$ cat src/rtl/dynamic_limiter.sv
// Signed sample limiter with runtime threshold and shift-based attack/release AGC,
// four register levels from ready to done. Define LIMITER_STATS_EN to add clip_count.
module dynamic_limiter #(
    parameter int WIDTH           = 12,
    parameter int RELEASE_SAMPLES = 256,
    parameter int MAX_SHIFT       = 3
) (
    input  logic                    clock,
    input  logic                    reset,
    input  logic                    ready,
    input  logic signed [WIDTH-1:0] incoming_sample,
    input  logic        [WIDTH-2:0] threshold,
    input  logic        [1:0]       limit_mode,
    output logic signed [WIDTH-1:0] modified_sample,
    output logic                    done,
    output logic        [2:0]       gain_shift
`ifdef LIMITER_STATS_EN
    ,
    output logic        [15:0]      clip_count
`endif
);

    localparam logic [2:0]       MAX_G   = 3'(MAX_SHIFT);
    localparam logic [16:0]      REL_LIM = 17'(RELEASE_SAMPLES);
    localparam logic [WIDTH-2:0] ONE_M   = {{(WIDTH-2){1'b0}}, 1'b1};
    localparam logic [WIDTH-2:0] MAX_M   = {(WIDTH-1){1'b1}};

    logic                    s1_valid_q;
    logic signed [WIDTH-1:0] s1_x_q;
    logic        [1:0]       s1_mode_q;
    logic        [WIDTH-2:0] s1_thr_q;

    logic                    s2_valid_q;
    logic signed [WIDTH-1:0] s2_x_q;
    logic        [1:0]       s2_mode_q;
    logic        [WIDTH-2:0] s2_thr_q;
    logic                    s2_neg_q;
    logic        [WIDTH-2:0] s2_mag_q;

    logic                    s3_valid_q;
    logic signed [WIDTH-1:0] s3_y_q;
    logic                    s3_clip_q;

    logic signed [WIDTH-1:0] modified_q;
    logic                    done_q;
    logic        [2:0]       gain_q, gain_d;
    logic        [15:0]      rel_cnt_q, rel_cnt_d;

    logic        [2:0]       g_eff_s;
    logic signed [WIDTH-1:0] a_s;
    logic        [WIDTH-2:0] mag_s;
    logic        [16:0]      rel_inc_s;

    logic        [WIDTH-2:0] knee_s;
    logic        [WIDTH-2:0] shaped_s;
    logic        [WIDTH-2:0] final_mag_s;
    logic                    clip_s;
    logic signed [WIDTH-1:0] y_s;

    assign modified_sample = modified_q;
    assign done            = done_q;
    assign gain_shift      = gain_q;

    // S1: capture sample together with the mode and threshold it must be judged by
    always_ff @(posedge clock) begin
        if (reset) begin
            s1_valid_q <= 1'b0;
            s1_x_q     <= '0;
            s1_mode_q  <= 2'b00;
            s1_thr_q   <= '0;
        end else begin
            s1_valid_q <= ready;
            if (ready) begin
                s1_x_q    <= incoming_sample;
                s1_mode_q <= limit_mode;
                s1_thr_q  <= threshold;
            end else begin
                s1_x_q    <= s1_x_q;
                s1_mode_q <= s1_mode_q;
                s1_thr_q  <= s1_thr_q;
            end
        end
    end

    // S2 datapath: attenuate by the current gain, saturating magnitude, gain/release update
    always_comb begin
        g_eff_s   = 3'd0;
        gain_d    = gain_q;
        rel_cnt_d = rel_cnt_q;
        if (s1_mode_q[1]) begin
            g_eff_s = gain_q;
        end else begin
            g_eff_s = 3'd0;
        end
        a_s = s1_x_q >>> g_eff_s;
        // Most-negative value has no positive twin; pin it to the largest magnitude
        if (a_s[WIDTH-1] && (a_s[WIDTH-2:0] == '0)) begin
            mag_s = MAX_M;
        end else if (a_s[WIDTH-1]) begin
            mag_s = ~a_s[WIDTH-2:0] + ONE_M;
        end else begin
            mag_s = a_s[WIDTH-2:0];
        end
        rel_inc_s = {1'b0, rel_cnt_q} + 17'd1;
        if (!s1_valid_q) begin
            gain_d    = gain_q;
            rel_cnt_d = rel_cnt_q;
        end else if (!s1_mode_q[1]) begin
            gain_d    = 3'd0;
            rel_cnt_d = 16'd0;
        end else if (mag_s > s1_thr_q) begin
            if (gain_q < MAX_G) begin
                gain_d = gain_q + 3'd1;
            end else begin
                gain_d = MAX_G;
            end
            rel_cnt_d = 16'd0;
        end else if (rel_inc_s >= REL_LIM) begin
            if (gain_q != 3'd0) begin
                gain_d    = gain_q - 3'd1;
                rel_cnt_d = 16'd0;
            end else begin
                gain_d    = gain_q;
                rel_cnt_d = REL_LIM[15:0];
            end
        end else begin
            rel_cnt_d = rel_inc_s[15:0];
        end
    end

    // S2 registers and the gain state that the next sample will see
    always_ff @(posedge clock) begin
        if (reset) begin
            s2_valid_q <= 1'b0;
            s2_x_q     <= '0;
            s2_mode_q  <= 2'b00;
            s2_thr_q   <= '0;
            s2_neg_q   <= 1'b0;
            s2_mag_q   <= '0;
            gain_q     <= 3'd0;
            rel_cnt_q  <= 16'd0;
        end else begin
            s2_valid_q <= s1_valid_q;
            s2_x_q     <= s1_x_q;
            s2_mode_q  <= s1_mode_q;
            s2_thr_q   <= s1_thr_q;
            s2_neg_q   <= a_s[WIDTH-1];
            s2_mag_q   <= mag_s;
            gain_q     <= gain_d;
            rel_cnt_q  <= rel_cnt_d;
        end
    end

    // S3 datapath: optional soft knee, final clamp, sign restore
    always_comb begin
        knee_s      = s2_thr_q + ((s2_mag_q - s2_thr_q) >> 1'b1);
        shaped_s    = s2_mag_q;
        final_mag_s = s2_mag_q;
        clip_s      = 1'b0;
        y_s         = s2_x_q;
        case (s2_mode_q)
            2'b11: begin
                if (s2_mag_q > s2_thr_q) begin
                    shaped_s = knee_s;
                end else begin
                    shaped_s = s2_mag_q;
                end
            end
            default: shaped_s = s2_mag_q;
        endcase
        if (shaped_s > s2_thr_q) begin
            clip_s      = 1'b1;
            final_mag_s = s2_thr_q;
        end else begin
            clip_s      = 1'b0;
            final_mag_s = shaped_s;
        end
        if (s2_mode_q == 2'b00) begin
            clip_s = 1'b0;
            y_s    = s2_x_q;
        end else if (s2_neg_q) begin
            y_s = -{1'b0, final_mag_s};
        end else begin
            y_s = {1'b0, final_mag_s};
        end
    end

    // S3 registers
    always_ff @(posedge clock) begin
        if (reset) begin
            s3_valid_q <= 1'b0;
            s3_y_q     <= '0;
            s3_clip_q  <= 1'b0;
        end else begin
            s3_valid_q <= s2_valid_q;
            s3_y_q     <= y_s;
            s3_clip_q  <= clip_s & s2_valid_q;
        end
    end

    // Output register: result held until the next done
    always_ff @(posedge clock) begin
        if (reset) begin
            modified_q <= '0;
            done_q     <= 1'b0;
        end else begin
            done_q <= s3_valid_q;
            if (s3_valid_q) begin
                modified_q <= s3_y_q;
            end else begin
                modified_q <= modified_q;
            end
        end
    end

`ifdef LIMITER_STATS_EN
    logic [15:0] clip_cnt_q;

    assign clip_count = clip_cnt_q;

    // Saturating count of samples altered by the final clamp
    always_ff @(posedge clock) begin
        if (reset) begin
            clip_cnt_q <= 16'd0;
        end else if (s3_valid_q && s3_clip_q && (clip_cnt_q != 16'hFFFF)) begin
            clip_cnt_q <= clip_cnt_q + 16'd1;
        end else begin
            clip_cnt_q <= clip_cnt_q;
        end
    end
`endif

endmodule

$ cat config.mk
export PLATFORM = sky130hd
export DESIGN_NAME = dynamic_limiter
export DESIGN_NICKNAME = d
export VERILOG_FILES = /design/src/rtl/dynamic_limiter.sv
export SDC_FILE = /design/constraint.sdc
export NUM_CORES = 1
export LEC_CHECK = 0
export ABC_AREA = 1
export ABC_CLOCK_PERIOD_IN_PS = 6790
export CORE_MARGIN = 10
export CORE_UTILIZATION = 45
export DETAILED_ROUTE_END_ITERATION = 16
export GPL_TIMING_DRIVEN = 0
export PLACE_DENSITY = 0.62
export SLEW_MARGIN = 5
export SYNTH_ARGS = -nofsm -noshare
export SYNTH_HDL_FRONTEND = slang
export SYNTH_SLANG_ARGS = --single-unit
$ cat constraint.sdc
create_clock -name clock -period 6.79 [get_ports clock]
set_input_delay 0.679 -clock clock [delete_from_list [all_inputs] [get_ports clock]]
set_output_delay 0.679 -clock clock [all_outputs]
set_load 0.05 [all_outputs]
==> flow_metrics.tcl, run 1 <==
set metrics [dict create \
    max-cap-violations 0 \
    cp-startpoint "s2_thr_q[0]" \
    drt.antenna.violating_nets 0 \
    fin_crit_sh_pct 85.5 \
    worstHoldPathType "reg2reg" \
    fmax_mhz 172 \
    place_ws_ns 1.00 \
    finalCriticalPeriod_ns 5.80 \
    cpMaxStageDelayCell "dfxtp_1" \
    synth.area.top_cells "dfxtp_1 (32%), nand2_1 (15%), ha_1 (9.5%)" \
    core.rowCount 44 \
    rsz0062_at_grt "no" \
    ys.flop_type "dfxtp_1" \
    io_buffers 42 \
    syn_inst 995 \
    post-place-cells 1221 \
    drt_iter0_markers 394 \
    critPathKind "reg2reg" \
    grt_pass1_wl_um 28000 \
    die_h_um 142 \
    grt_max_degree 20 \
    ff2ff_setup_slack_ns 0.99 \
    drc 0 \
    diodes 0 \
    power.leakage_nw 3.79 \
    outcome "complete, no violations" \
    core_area_sq_mm 0.0146 \
    die_w_um 142 \
    path_clk_slew_ns 0.08 \
    area_delta_synth_final_pct 14.3 \
    ctsResizeCount 0 \
    nNetsFinal 1129 \
    yosysUniqueCellTypes 46 \
    max_slew_margin_pct 55.6 \
    first_global_vias 5614 \
    insertion_delay_ns 0.35 \
    yosysTopAreaCell "dfxtp_1" \
    p_total_mw 2.11 \
    vdd_ir_drop_max_mv 0.147 \
    reg2regPathDepth 45 \
    die_area_sq_mm 0.0203 \
    skew_ns 0.00677 \
    io-pin-count 44 \
    cts_tree "built" \
    via_per_inst 5.01 \
    grt.total_usage_pct 17.1 \
    clockRootBuffer "clkbuf_16" \
    multi_input_comb_area_sq_mm 0.00390 \
    cts_max_level 3 \
    clk_path_buf_depth 2 \
    drtPass1Iterations 6 \
    layoutNonFillerInstCount 1237 \
    drive_gt1_share_pct 5.22 \
    avgSynthCellArea_sq_um 6.77 \
    vias 6201 \
    overflow 0 \
    slowest_delay_ns 0.46 \
    setup_ws_ns 0.988 \
    ctsHoldBuffers 0 \
    synthArstFlopShare_pct 0 \
    syn-cell-area_sq_mm 0.00673 \
    endpoint_kind "flip-flop" \
    r2r-start "s2_thr_q[0]" \
    gp_congestion 0.902 \
    cp.required_ns 7.05 \
    start_util_pct 46.1 \
    slew_viol_final 0 \
    hold_viol 0 \
    fill_cells 1475 \
    power.density_mw_per_mm2 275 \
    crit_path_end "s3_y_q[10]" \
    wl_per_cell_um 13.7 \
    clkSinkCount 108 \
    setup_viol_count_final 0 \
    synth_edf_count 0 \
    cts_buffers 9 \
    ff_latch_area_sq_mm 0.00216 \
    path_common_cell "nand2_1" \
    worstSetupStartpointType "flip-flop" \
    worstMarginPinSlew_ns 0.666 \
    yosysWarnings 0 \
    netlist.area_leader.share_pct 32.1 \
    arrival_ns 6.06 \
    antenna_found_initial 0 \
    totalWireLength_um 17000 \
    critPathMaxFanout 10 \
    reg2reg_to "s3_y_q[10]" \
    dp_hpwl_um 13900 \
    ys_ff_latch 108 \
    cts_setup_buffers 0 \
    syn-num-nets 1076 \
    yosysSeqAreaShare_pct 32.1 \
    tns_ns 0 \
]
logic make-up (layout without fill, tap and decap cells):
group	Yosys count	after routing	share of synthesized area (%)
compound gates	144	144	13.4
xor+xnor	25	25	3.25
fa+ha+maj	53	53	10.1
buf+inv	167	225	9.96
flops	108	108	32.1
mux	1	1	0.335
simple gates	497	497	30.8
synthesized netlist by cell type, types with 2 or more instances:
cell type / number
inv_2: 2
ha_1: 51
or2_2: 2
nand3_1: 55
nand2_1: 266
nor2_2: 4
a21oi_1: 34
fa_1: 2
buf_4: 2
xor2_1: 18
clkbuf_1: 17
xnor2_1: 7
a21oi_2: 3
o211ai_1: 7
buf_2: 5
nor2_1: 129
o21bai_1: 2
nand3b_1: 4
inv_1: 134
a21o_1: 2
a31oi_1: 5
clkinv_1: 2
nand2_2: 5
nor3_1: 10
and2_1: 2
o22ai_1: 4
o2111ai_1: 2
o21ai_2: 4
nand4_1: 12
o21ai_1: 13
buf_6: 4
o22a_1: 25
nand3_2: 3
dfxtp_1: 108
o21ai_0: 39
final cells by class:
cell class	count	share of cell area, %
clock buffers	9	2.93
flip-flops and latches	108	28.1
multi-input cells	720	50.7
repair buffers	42	5.46
inverters	138	6.73
plain buffers	29	1.98
clock inverters	7	1.14
well taps	184	2.99
metrics by stage:
stage	hold slack [ns]	instance area, sq um	utilization (%)
2_1_floorplan	0.388	6730	-
3_3_place_gp	0.392	7380	50.6
3_5_place_dp	0.395	7380	50.6
4_1_cts	0.405	7690	52.7
5_1_grt	0.418	7690	52.7
6_report	0.403	7690	52.7
flip-flops by register name, indices dropped and copies added (netlist names), 2 cells and up:
name and count:
s3_y_q 12, s2_mag_q 11, s2_mode_q 2, rel_cnt_q 16
gain_shift 3, s2_x_q 12, modified_sample 12, s1_mode_q 2
s2_thr_q 11, s1_thr_q 11, s1_x_q 12
how the worst min path moves through the flow:
stage               startpoint         end  cells past startpoint
global placement    s2_valid_q  s3_valid_q                      2
detailed placement  s2_valid_q  s3_valid_q                      2
finish              s2_valid_q  s3_valid_q                      2
global route        s2_valid_q  s3_valid_q                      2
CTS                 s2_valid_q  s3_valid_q                      2
floorplan           s2_valid_q  s3_valid_q                      2
cells in the final DEF, fill, tap and decap left out, drive strengths merged:
cell,count
nand2,271
inv,137
nor2,134
dfxtp,108
nand3,59
o21ai,56
ha,51
clkdlybuf4s50,42
a21oi,37
clkbuf,26
o22a,25
xor2,18
nand4,12
buf,12
nor3,11
o211ai,8
xnor2,7
clkinv,6
a31oi,5
nand3b,4
o22ai,4
or2,3
o2111ai,2
a21o,2
o21bai,2
and2,2
fa,2
mux2i,1
o21a,1
o221ai,1
nor4,1
a211oi,1
clkinvlp,1
bufinv,1
routing by layer:
layer / GRT usage [%] / vias up / part of all wire, %
met4: 4.47 / 0 / 1.4
li1: - / 3305 / -
met3: 3.44 / 26 / 3.9
met1: 24.4 / 2762 / 52
met5: 0 / - / 0
met2: 25.5 / 108 / 43
critical path: cells and delay by family (launching register included):
family                   cells  cell delay, ns
flip-flops                   1            0.46
AND/OR/NAND/NOR             27            2.52
XOR/XNOR                     1            0.08
adder cells (fa/ha/maj)      5            1.40
AO/OA/AOI/OAI                3            0.50
buffers and inverters        9            0.75
report_power, final:
part	switching (mW)	leakage [nW]	internal (mW)
Sequential	0.0290	0.888	0.676
Clock	0.251	0.150	0.292
Combinational	0.551	2.75	0.313
Total	0.831	3.79	1.28
Power figures use the tool's default switching activity.
==> run 2, diff against run 1 <==
Settings changed: ABC_CLOCK_PERIOD_IN_PS 6790 to 5600, REMOVE_ABC_BUFFERS from default to 1.
Clock period 6.79 ns to 5.6 ns, I/O delays scaled along.
==> flow_metrics.tcl, run 2 (synthesis results as in run 1) <==
set metrics [dict create \
    outcome "complete, no violations" \
    core_area_sq_mm 0.0146 \
    critPathMaxFanout 14 \
    critPathKind "reg2reg" \
    overflow 0 \
    power.leakage_nw 3.78 \
    max-cap-violations 0 \
    start_util_pct 46.1 \
    die_h_um 142 \
    insertion_delay_ns 0.36 \
    path_common_cell "nand2_1" \
    slew_viol_final 0 \
    cts_max_level 3 \
    cts_tree "built" \
    setup_ws_ns 0.463 \
    switching_power_mw 1.03 \
    endpoint_kind "flip-flop" \
    clk_path_buf_depth 2 \
    io_buffers 43 \
    power_frac_clock_pct 25.0 \
    cts_buffers 9 \
    path_clk_slew_ns 0.07 \
    regMostFlops "rel_cnt_q" \
    fin_util_pct 53.0 \
    fin_crit_sh_pct 91.7 \
    area_delta_synth_final_pct 14.8 \
    worstMarginPinSlew_ns 0.979 \
    antenna_found_initial 0 \
    io-pin-count 44 \
    drive_gt1_share_pct 6.87 \
    gp_congestion 0.895 \
    p_total_mw 2.61 \
    worstHoldPathType "reg2reg" \
    skew_ns 0.0123 \
    largest_register_ffs 16 \
    fill_cells 1475 \
    cp.required_ns 5.82 \
    drtPass1Iterations 5 \
    slowest_delay_ns 0.41 \
    first_global_vias 5441 \
    totalWireLength_um 16400 \
    grt_pass1_wl_um 27200 \
    pwr-share-comb_pct 42.2 \
    worstSetupStartpointType "flip-flop" \
    vdd_ir_drop_max_mv 0.165 \
    grt_max_degree 30 \
    tns_ns 0 \
    drc 0 \
    fmax_mhz 195 \
    max_slew_margin_pct 34.6 \
    arrival_ns 5.36 \
    clkSinkCount 108 \
    grt.total_usage_pct 16.3 \
    hold_viol 0 \
    via_per_inst 5.00 \
    final_cell_mix "nand2_1 (262), inv_1 (132), nor2_1 (126)" \
    vias 6092 \
    core.rowCount 44 \
    swShare_pct 39.3 \
    seq_power_share_pct 32.8 \
    cpMaxStageDelayCell "fa_2" \
    setup_viol_count_final 0 \
    ff2ff_setup_slack_ns 0.46 \
    layout_commonest_cell "nand2_1" \
    power.density_mw_per_mm2 338 \
    dp_hpwl_um 12800 \
    die_w_um 142 \
    place_ws_ns -0.372 \
    drt.antenna.violating_nets 0 \
    wl_per_cell_um 13.4 \
    clockRootBuffer "clkbuf_16" \
    die_area_sq_mm 0.0203 \
    nNetsFinal 1110 \
    drt_iter0_markers 483 \
    diodes 0 \
    p_int_mw 1.59 \
    finalCriticalPeriod_ns 5.14 \
]
run 2: power by group through the flow:
stage	Combinational [mW]	Sequential, mW	Clock [mW]
after floorplan	0.765	0.879	0
after global placement	1.01	0.875	0
after detailed placement	1.02	0.875	0
after CTS	1.04	0.857	0.669
after global routing	1.26	0.863	0.699
final	1.10	0.857	0.653
run 2: critical path: cells and delay by family, from the launching register on:
family	cells	cell delay [ns]
flops	1	0.34
xor+xnor	2	0.37
compound gates	3	0.37
buf+inv	6	0.54
simple gates	23	2.25
fa+ha+maj	4	1.14
run 2: metrics by stage:
step	hold WS, ns	cell area [sq um]	instances
after floorplan	0.388	6580	966
after global placement	0.395	7240	1193
after detailed placement	0.394	7280	1195
after CTS	0.404	7610	1213
after global routing	0.432	7720	1218
final	0.404	7720	1218
run 2: repair_timing:
action,in CTS,in global routing
setup buffers,2,5
endpoints found under the setup margin,11,12
resized for setup,5,20
endpoints found under the hold margin,0,0
hold buffers,0,0
gates cloned,0,0
pin swaps,1,9
run 2: layer usage:
metal	vias to the layer above	share of wire [%]	wire length [um]	track usage, %
li1	3269	-	-	-
met1	2686	51	8350	23.4
met2	118	42	6920	24.1
met3	19	5.2	845	3.04
met4	0	1.6	267	5.01
met5	-	0	0	0
run 2: path summary, 6_finish.rpt:
check | from | to | cells past startpoint
worst min-delay path | s2_valid_q | s3_valid_q | 2
worst max register to register | s2_thr_q[1] | s3_y_q[6] | 38
worst min register to register | s2_valid_q | s3_valid_q | 2
worst max-delay path | s2_thr_q[1] | s3_y_q[6] | 38
run 2: layout make-up:
cell class | instances | area (sq um) | share of cell area (%)
tap | 184 | 230 | 2.98
sequential | 108 | 2170 | 28.1
clock inverter | 5 | 70.1 | 0.907
inverter | 138 | 523 | 6.77
timing repair buffer | 52 | 520 | 6.74
multi-input combinational | 720 | 3980 | 51.5
clock buffer | 11 | 233 | 3.01
